--- src/rtl/pcr_pkg.sv ---
// ---------------------------------------------------------------------------
// pcr_pkg
// Shared definitions for the PCR timebase controller: command opcodes,
// controller state encoding and the default PCR field widths / modulus.
// ---------------------------------------------------------------------------
package pcr_pkg;

    localparam int PCR_BASE_W  = 33;
    localparam int PCR_EXT_W   = 9;
    localparam int PCR_EXT_MOD = 300;

    // Command opcodes carried on cmd_op
    typedef enum logic [1:0] {
        OP_START = 2'd0,
        OP_STOP  = 2'd1,
        OP_LOAD  = 2'd2,
        OP_SNAP  = 2'd3
    } cmd_op_e;

    // Controller sequencing states
    typedef enum logic [1:0] {
        ST_IDLE = 2'd0,
        ST_SYNC = 2'd1,
        ST_RUN  = 2'd2
    } state_e;

endpackage

--- src/rtl/pcr_timebase_ctrl_if.sv ---
// ---------------------------------------------------------------------------
// pcr_timebase_ctrl_if
// Command channel from the QoS control logic to the timebase controller.
//   cmd_valid / cmd_ready : request / accept handshake
//   cmd_op                : opcode (see pcr_pkg::cmd_op_e)
//   cmd_base / cmd_ext    : LOAD payload
//   cmd_err               : one-cycle pulse, LOAD rejected
// master = command issuer, slave = pcr_timebase_ctrl.
// ---------------------------------------------------------------------------
interface pcr_timebase_ctrl_if #(
    parameter int BASE_W = 33,
    parameter int EXT_W  = 9
);
    logic              cmd_valid;
    logic              cmd_ready;
    logic [1:0]        cmd_op;
    logic [BASE_W-1:0] cmd_base;
    logic [EXT_W-1:0]  cmd_ext;
    logic              cmd_err;

    modport master (
        output cmd_valid, cmd_op, cmd_base, cmd_ext,
        input  cmd_ready, cmd_err
    );

    modport slave (
        input  cmd_valid, cmd_op, cmd_base, cmd_ext,
        output cmd_ready, cmd_err
    );
endinterface

--- src/rtl/pcr_counter.sv ---
// ---------------------------------------------------------------------------
// pcr_counter
// PCR base/extension register pair. The extension counts modulo EXT_MOD and
// carries into the base, which wraps modulo 2^BASE_W. load has priority over
// inc.
// Ports:
//   clk2, rstn          : clock, async active-low reset
//   inc                 : advance by one 27 MHz tick
//   load                : replace value with load_base/load_ext
//   load_base, load_ext : load payload (caller guarantees load_ext < EXT_MOD)
//   base, ext           : current value
// ---------------------------------------------------------------------------
module pcr_counter #(
    parameter int BASE_W  = 33,
    parameter int EXT_W   = 9,
    parameter int EXT_MOD = 300
) (
    input  logic              clk2,
    input  logic              rstn,
    input  logic              inc,
    input  logic              load,
    input  logic [BASE_W-1:0] load_base,
    input  logic [EXT_W-1:0]  load_ext,
    output logic [BASE_W-1:0] base,
    output logic [EXT_W-1:0]  ext
);

    logic [BASE_W-1:0] base_q, base_d;
    logic [EXT_W-1:0]  ext_q,  ext_d;

    always_comb begin
        base_d = base_q;
        ext_d  = ext_q;
        if (load) begin
            base_d = load_base;
            ext_d  = load_ext;
        end else if (inc) begin
            if (ext_q == EXT_W'(EXT_MOD - 1)) begin
                ext_d  = '0;
                base_d = base_q + BASE_W'(1);
            end else begin
                ext_d  = ext_q + EXT_W'(1);
            end
        end
    end

    always_ff @(posedge clk2 or negedge rstn) begin
        if (!rstn) begin
            base_q <= '0;
            ext_q  <= '0;
        end else begin
            base_q <= base_d;
            ext_q  <= ext_d;
        end
    end

    assign base = base_q;
    assign ext  = ext_q;

endmodule

--- src/rtl/pcr_timebase_ctrl.sv ---
// ---------------------------------------------------------------------------
// pcr_timebase_ctrl
// Sequences the 27 MHz divider out of reset and counts its rising edges into
// the PCR base/extension timebase.
// Ports:
//   clk2, rstn     : 108 MHz clock, async active-low reset
//   tick_in        : divider output level (synchronous to clk2)
//   div_rstn       : divider reset, active-low
//   cmd            : command channel (START/STOP/LOAD/SNAP)
//   running        : high while counting
//   pcr_base/ext   : live timebase
//   snap_valid     : one-cycle pulse when snap_base/ext are updated
//   snap_base/ext  : timebase captured by the last SNAP
// ---------------------------------------------------------------------------
module pcr_timebase_ctrl
    import pcr_pkg::*;
#(
    parameter int DIV_RST_CYCLES = 4,
    parameter int BASE_W         = PCR_BASE_W,
    parameter int EXT_W          = PCR_EXT_W,
    parameter int EXT_MOD        = PCR_EXT_MOD
) (
    input  logic                 clk2,
    input  logic                 rstn,
    input  logic                 tick_in,
    output logic                 div_rstn,
    pcr_timebase_ctrl_if.slave   cmd,
    output logic                 running,
    output logic [BASE_W-1:0]    pcr_base,
    output logic [EXT_W-1:0]     pcr_ext,
    output logic                 snap_valid,
    output logic [BASE_W-1:0]    snap_base,
    output logic [EXT_W-1:0]     snap_ext
);

    state_e            state_q, state_d;
    logic [7:0]        sync_cnt_q, sync_cnt_d;
    logic              tick_d_q, tick_d_d;
    logic              cmd_err_q, cmd_err_d;
    logic              snap_valid_q, snap_valid_d;
    logic [BASE_W-1:0] snap_base_q, snap_base_d;
    logic [EXT_W-1:0]  snap_ext_q, snap_ext_d;

    logic              cmd_ready;
    logic              accept;
    logic              tick;
    logic              load_ok;
    logic              inc;
    cmd_op_e           op;

    assign op        = cmd_op_e'(cmd.cmd_op);
    assign cmd_ready = (state_q != ST_SYNC);
    assign accept    = cmd.cmd_valid & cmd_ready;
    assign tick      = tick_in & ~tick_d_q & (state_q == ST_RUN);
    assign load_ok   = accept & (op == OP_LOAD) & (cmd.cmd_ext < EXT_W'(EXT_MOD));
    // A valid LOAD overrides a coincident tick; the tick is discarded.
    assign inc       = tick & ~load_ok;

    always_comb begin
        state_d      = state_q;
        sync_cnt_d   = sync_cnt_q;
        tick_d_d     = 1'b1;
        cmd_err_d    = 1'b0;
        snap_valid_d = 1'b0;
        snap_base_d  = snap_base_q;
        snap_ext_d   = snap_ext_q;

        case (state_q)
            ST_IDLE: begin
                if (accept && op == OP_START) begin
                    state_d    = ST_SYNC;
                    sync_cnt_d = '0;
                end
            end
            ST_SYNC: begin
                if (sync_cnt_q == 8'(DIV_RST_CYCLES - 1)) begin
                    state_d = ST_RUN;
                end else begin
                    sync_cnt_d = sync_cnt_q + 8'd1;
                end
            end
            ST_RUN: begin
                // Only track the real level while counting; the forced 1
                // elsewhere hides the divider's post-reset high level.
                tick_d_d = tick_in;
                if (accept && op == OP_STOP) begin
                    state_d = ST_IDLE;
                end
            end
            default: state_d = ST_IDLE;
        endcase

        if (accept && op == OP_LOAD && !load_ok) begin
            cmd_err_d = 1'b1;
        end

        // Snapshot takes the pre-update value of the acceptance cycle.
        if (accept && op == OP_SNAP) begin
            snap_valid_d = 1'b1;
            snap_base_d  = pcr_base;
            snap_ext_d   = pcr_ext;
        end
    end

    always_ff @(posedge clk2 or negedge rstn) begin
        if (!rstn) begin
            state_q      <= ST_IDLE;
            sync_cnt_q   <= '0;
            tick_d_q     <= 1'b1;
            cmd_err_q    <= 1'b0;
            snap_valid_q <= 1'b0;
            snap_base_q  <= '0;
            snap_ext_q   <= '0;
        end else begin
            state_q      <= state_d;
            sync_cnt_q   <= sync_cnt_d;
            tick_d_q     <= tick_d_d;
            cmd_err_q    <= cmd_err_d;
            snap_valid_q <= snap_valid_d;
            snap_base_q  <= snap_base_d;
            snap_ext_q   <= snap_ext_d;
        end
    end

    pcr_counter #(
        .BASE_W  (BASE_W),
        .EXT_W   (EXT_W),
        .EXT_MOD (EXT_MOD)
    ) u_counter (
        .clk2      (clk2),
        .rstn      (rstn),
        .inc       (inc),
        .load      (load_ok),
        .load_base (cmd.cmd_base),
        .load_ext  (cmd.cmd_ext),
        .base      (pcr_base),
        .ext       (pcr_ext)
    );

    assign cmd.cmd_ready = cmd_ready;
    assign cmd.cmd_err   = cmd_err_q;
    assign div_rstn      = (state_q == ST_RUN);
    assign running       = (state_q == ST_RUN);
    assign snap_valid    = snap_valid_q;
    assign snap_base     = snap_base_q;
    assign snap_ext      = snap_ext_q;

endmodule

--- src/flat_wrapper.sv ---
// flat-port wrapper written by rule: the top's interface ports become plain ports
module pcr_timebase_ctrl_flat import pcr_pkg::*;
#(
    parameter int DIV_RST_CYCLES = 4,
    parameter int BASE_W         = PCR_BASE_W,
    parameter int EXT_W          = PCR_EXT_W,
    parameter int EXT_MOD        = PCR_EXT_MOD
)
  (clk2, rstn, tick_in, div_rstn, running, pcr_base, pcr_ext, snap_valid, snap_base, snap_ext, cmd_cmd_valid, cmd_cmd_op, cmd_cmd_base, cmd_cmd_ext, cmd_cmd_ready, cmd_cmd_err);
  pcr_timebase_ctrl_if #(.BASE_W(BASE_W), .EXT_W(EXT_W)) cmd_i ();
  input  logic clk2;
  input  logic rstn;
  input  logic tick_in;
  output logic div_rstn;
  output logic running;
  output logic [BASE_W-1:0] pcr_base;
  output logic [EXT_W-1:0] pcr_ext;
  output logic snap_valid;
  output logic [BASE_W-1:0] snap_base;
  output logic [EXT_W-1:0] snap_ext;
  input wire logic [$bits(cmd_i.cmd_valid)-1:0] cmd_cmd_valid;
  input wire logic [$bits(cmd_i.cmd_op)-1:0] cmd_cmd_op;
  input wire logic [$bits(cmd_i.cmd_base)-1:0] cmd_cmd_base;
  input wire logic [$bits(cmd_i.cmd_ext)-1:0] cmd_cmd_ext;
  output wire logic [$bits(cmd_i.cmd_ready)-1:0] cmd_cmd_ready;
  output wire logic [$bits(cmd_i.cmd_err)-1:0] cmd_cmd_err;
  assign cmd_i.cmd_valid = cmd_cmd_valid;
  assign cmd_i.cmd_op = cmd_cmd_op;
  assign cmd_i.cmd_base = cmd_cmd_base;
  assign cmd_i.cmd_ext = cmd_cmd_ext;
  assign cmd_cmd_ready = cmd_i.cmd_ready;
  assign cmd_cmd_err = cmd_i.cmd_err;
  pcr_timebase_ctrl #(.DIV_RST_CYCLES(DIV_RST_CYCLES), .BASE_W(BASE_W), .EXT_W(EXT_W), .EXT_MOD(EXT_MOD)) u_core (.clk2(clk2), .rstn(rstn), .tick_in(tick_in), .div_rstn(div_rstn), .cmd(cmd_i), .running(running), .pcr_base(pcr_base), .pcr_ext(pcr_ext), .snap_valid(snap_valid), .snap_base(snap_base), .snap_ext(snap_ext));
endmodule
--- config.mk ---
export PLATFORM = sky130hd
export DESIGN_NAME = pcr_timebase_ctrl_flat
export DESIGN_NICKNAME = d
export VERILOG_FILES = /design/src/rtl/pcr_pkg.sv /design/src/rtl/pcr_timebase_ctrl_if.sv /design/src/rtl/pcr_counter.sv /design/src/rtl/pcr_timebase_ctrl.sv /design/src/flat_wrapper.sv
export SDC_FILE = /design/constraint.sdc
export NUM_CORES = 1
export LEC_CHECK = 0
export ABC_AREA = 1
export CORE_MARGIN = 2
export CORE_UTILIZATION = 50
export CTS_BUF_LIST = sky130_fd_sc_hd__clkbuf_8
export CTS_CLUSTER_DIAMETER = 30
export CTS_CLUSTER_SIZE = 40
export DETAILED_ROUTE_END_ITERATION = 7
export PLACE_DENSITY = 0.9
export SKIP_LAST_GASP = 1
export SYNTH_ARGS = -nofsm -noshare
export SYNTH_HDL_FRONTEND = slang
export SYNTH_SLANG_ARGS = --single-unit
--- constraint.sdc ---
create_clock -name clk2 -period 1.95 [get_ports clk2]
set_input_delay 0.39 -clock clk2 [delete_from_list [all_inputs] [get_ports clk2]]
set_output_delay 0.39 -clock clk2 [all_outputs]
set_load 0.01 [all_outputs]
==> qor.txt <==
Status = completed
Num CTS Buffers = 9
DR DRC count = 0
Final WL = 16.0 mm
Share of cells above drive strength 1 = 6.43%
R2R setup slack = 140 ps
Core ar. = 0.0109 mm2
Routed wire length per instance = 14.3 um
Worst IR Drop VDD = 0.776 mV
Clock Sink Count = 97
Worst r2r path cells = 10
Slowest-stage cell, CP = clkdlybuf4s50_1
Max clock buf depth = 2
CTS H-tree depth = 3
Layout area overhead = 34.8%
Number of global-route vias before repair = 5,289
HPWL Detailed = 11.9 mm
Worst-Margin Slew = 445 ps
Final Hold Viols = 0
Die X = 110 um
Seq/Total Area, Yosys = 43.3%
Maximum clock rate = 528 MHz
Crit Path Class = reg -> out
Worst Clk Skew = 15.9 ps
R2R Path Start = u_core.u_counter.base[0]
Worst rel slew slack = 70.2%
Die Y = 110 um
Initial antenna violation count = 1
Leakage power = 3.53 nW
Cells along the critical path = nand2_4 > clkdlybuf4s50_1
First drt pass iteration count = 7
Port Buffers = 136
Setup violations, final = 0
Netlist cell types = 30
Crit share post-route = 97.2%
Post-synthesis cell count = 823
Total gr overflow = 0
Max-slew violations = 0
Minimum clock period = 1900 ps
MaxCap Viol Count = 0
Critical Path End = cmd_cmd_ready
Skew-Pair Late Insertion Delay = 370 ps
Total I/O pin count = 137
Gr usage total = 27.3%
Reg2reg end = u_core.u_counter.base[30]
First-pass GRT wire length = 25.6 mm
Fin nets = 1,026
CP Capture Type = output port
Hold Path Class = in -> async
Post-DRT Antenna Nets = 0
TritonCTS clock tree = built
Syn_nets = 874
Worst-path fanout max = 7
Vias per cell = 5.19
Final core utilization = 69.5%
Critical path origin = u_core.state_q[0]
Synth warnings = 0
Worst Path Required = 1560 ps
Startpoint Class = flop
Die area = 0.0121 mm2
Initial core utilization = 51.6%
CP peak stage delay = 550 ps
FP Rows = 38
WP data arrival = 1510 ps
Pwr Density = 1190 mW/mm2
Mapped Area = 0.00561 mm2
#FFs+latches synth = 97
Iteration-0 DRC Markers = 422
CTS root buf = clkbuf_8
Largest net degree at the start of global routing = 83
Gpl congestion = 0.969
Overall Power = 9.04 mW
RSZ-0062 raised after global routing = false
Reg clk slew, reported paths = 110 ps
Syn_area_per_cell = 6.82 um2
Vias after detailed routing = 5,822
[power breakdown]
part	leakage (nW)	switching, mW	internal (mW)
sequential	1.28	0.871	2.75
clock	0.101	0.786	0.529
combinational	2.15	2.03	2.07
[worst max-delay path, delay by kind of cell, from the launching register on]
family / cells / cell delay [ps]
buf+inv: 1 / 550
flops: 1 / 460
simple gates: 1 / 130
[area by class of cell]
cell class | instances | area, um2
diodes | 1 | 2.50
clock buffers | 10 | 138
clock inverters | 6 | 57.6
fillers | 878 | 3320
inverters | 87 | 328
multi-input cells | 614 | 2730
flip-flops and latches | 97 | 2430
well taps | 140 | 175
repair buffers | 166 | 1700
[cell families (layout without fill, tap and decap cells)]
| kind of cell | count (synthesis) | in the layout | share of synthesized area [%] |
|---|---|---|---|
| buf+inv | 112 | 269 | 8.38 |
| fa+ha+maj | 3 | 3 | 0.669 |
| xor+xnor | 7 | 7 | 1.09 |
| flops | 97 | 97 | 43.3 |
| simple gates | 540 | 540 | 40.7 |
| compound gates | 64 | 64 | 5.91 |
| other cells | 0 | 1 | 0 |
[what timing repair did]
action	CTS	global route
endpoints found under the hold margin	20	0
hold buffers	1	0
buffers inserted	1	0
cloned	0	0
pin swaps	1	0
resized for setup	2	5
setup endpoints to repair	2	31
[stage by stage]
stage	hold WS [ps]	worst slack, ps	TNS [ps]	cells	area (um2)
finish	462	54.6	0	1121	7570
global route	475	6.81	0	1121	7570
CTS	469	5.26	0	1120	7550
detailed placement	313	-98.5	-2560	1102	7330
global placement	313	-35.8	-863	1102	7330
floorplan	94.4	359	0	823	5610
[state kept, by name, indices dropped and copies added, names as in the netlist]
| register | count |
|---|---|
| u_core.u_counter.base | 33 |
| u_core.sync_cnt_q | 8 |
| u_core.snap_base | 33 |
| u_core.tick_d_q | 1 |
| u_core.state_q | 2 |
| u_core.cmd.cmd_err | 1 |
| u_core.u_counter.ext | 9 |
| u_core.snap_ext | 9 |
| u_core.snap_valid | 1 |
[worst min-delay path by stage]
stage	start	end	slack [ps]	cells past startpoint
5_1_grt	rstn	u_core.snap_base[0]	470	2
3_3_place_gp	rstn	u_core.snap_valid	310	1
6_report	rstn	u_core.snap_valid	460	2
2_1_floorplan	rstn	u_core.cmd.cmd_err	90	0
4_1_cts	rstn	u_core.snap_valid	470	2
3_5_place_dp	rstn	u_core.snap_valid	310	1
[cell usage in the layout, fill, tap and decap left out, types with 3 or more instances in the layout]
cell             synthesis  routed
buf_4                    4      21
clkinv_4                 0       3
nand3_1                 78      78
nand3b_1                18      18
clkbuf_8                 0      10
dfrtp_1                 96      94
nor2_1                  66      66
xor2_1                   7       7
ha_1                     3       3
o21ai_0                 58      58
inv_1                   69      69
nand2_1                354     354
nand4_1                  8       8
nand2_4                  3       3
nor2_4                   1       3
clkdlybuf4s50_1          0     133
nor3_1                   5       5
clkinv_1                15      15
buf_12                   0       9
[cell usage after synthesis]
| library cell | number | area share (%) |
|---|---|---|
| nand4_1 | 8 | 0.89 |
| nor2_4 | 1 | 0.20 |
| nand2_1 | 354 | 24 |
| nor2_8 | 1 | 0.36 |
| clkbuf_1 | 9 | 0.60 |
| nor4_1 | 1 | 0.11 |
| nand2_4 | 3 | 0.60 |
| nor3_1 | 5 | 0.45 |
| o21ai_2 | 1 | 0.16 |
| inv_2 | 2 | 0.13 |
| xor2_1 | 7 | 1.1 |
| o21ai_1 | 2 | 0.18 |
| nand3_1 | 78 | 7.0 |
| o211ai_1 | 2 | 0.27 |
| o21ai_0 | 58 | 5.2 |
| nand3_2 | 1 | 0.18 |
| buf_6 | 3 | 0.60 |
| nor2_2 | 3 | 0.33 |
| nor2_1 | 66 | 4.4 |
| clkinv_1 | 15 | 1.0 |
| inv_1 | 69 | 4.6 |
| dfrtp_1 | 96 | 43 |
| nand3b_1 | 18 | 2.4 |
| buf_2 | 9 | 0.80 |
| o31ai_1 | 1 | 0.13 |
| clkinv_2 | 1 | 0.089 |
| nand2_2 | 1 | 0.11 |
| ha_1 | 3 | 0.67 |
| buf_4 | 4 | 0.54 |
| dfstp_2 | 1 | 0.47 |
[layer usage]
metal | GRT usage, % | routed length (um)
met1 | 37.7 | 6780
met2 | 42.7 | 7420
met3 | 5.10 | 1450
met4 | 10.1 | 365
met5 | 0 | 0
Note: power is estimated with default switching activity, not from simulation.
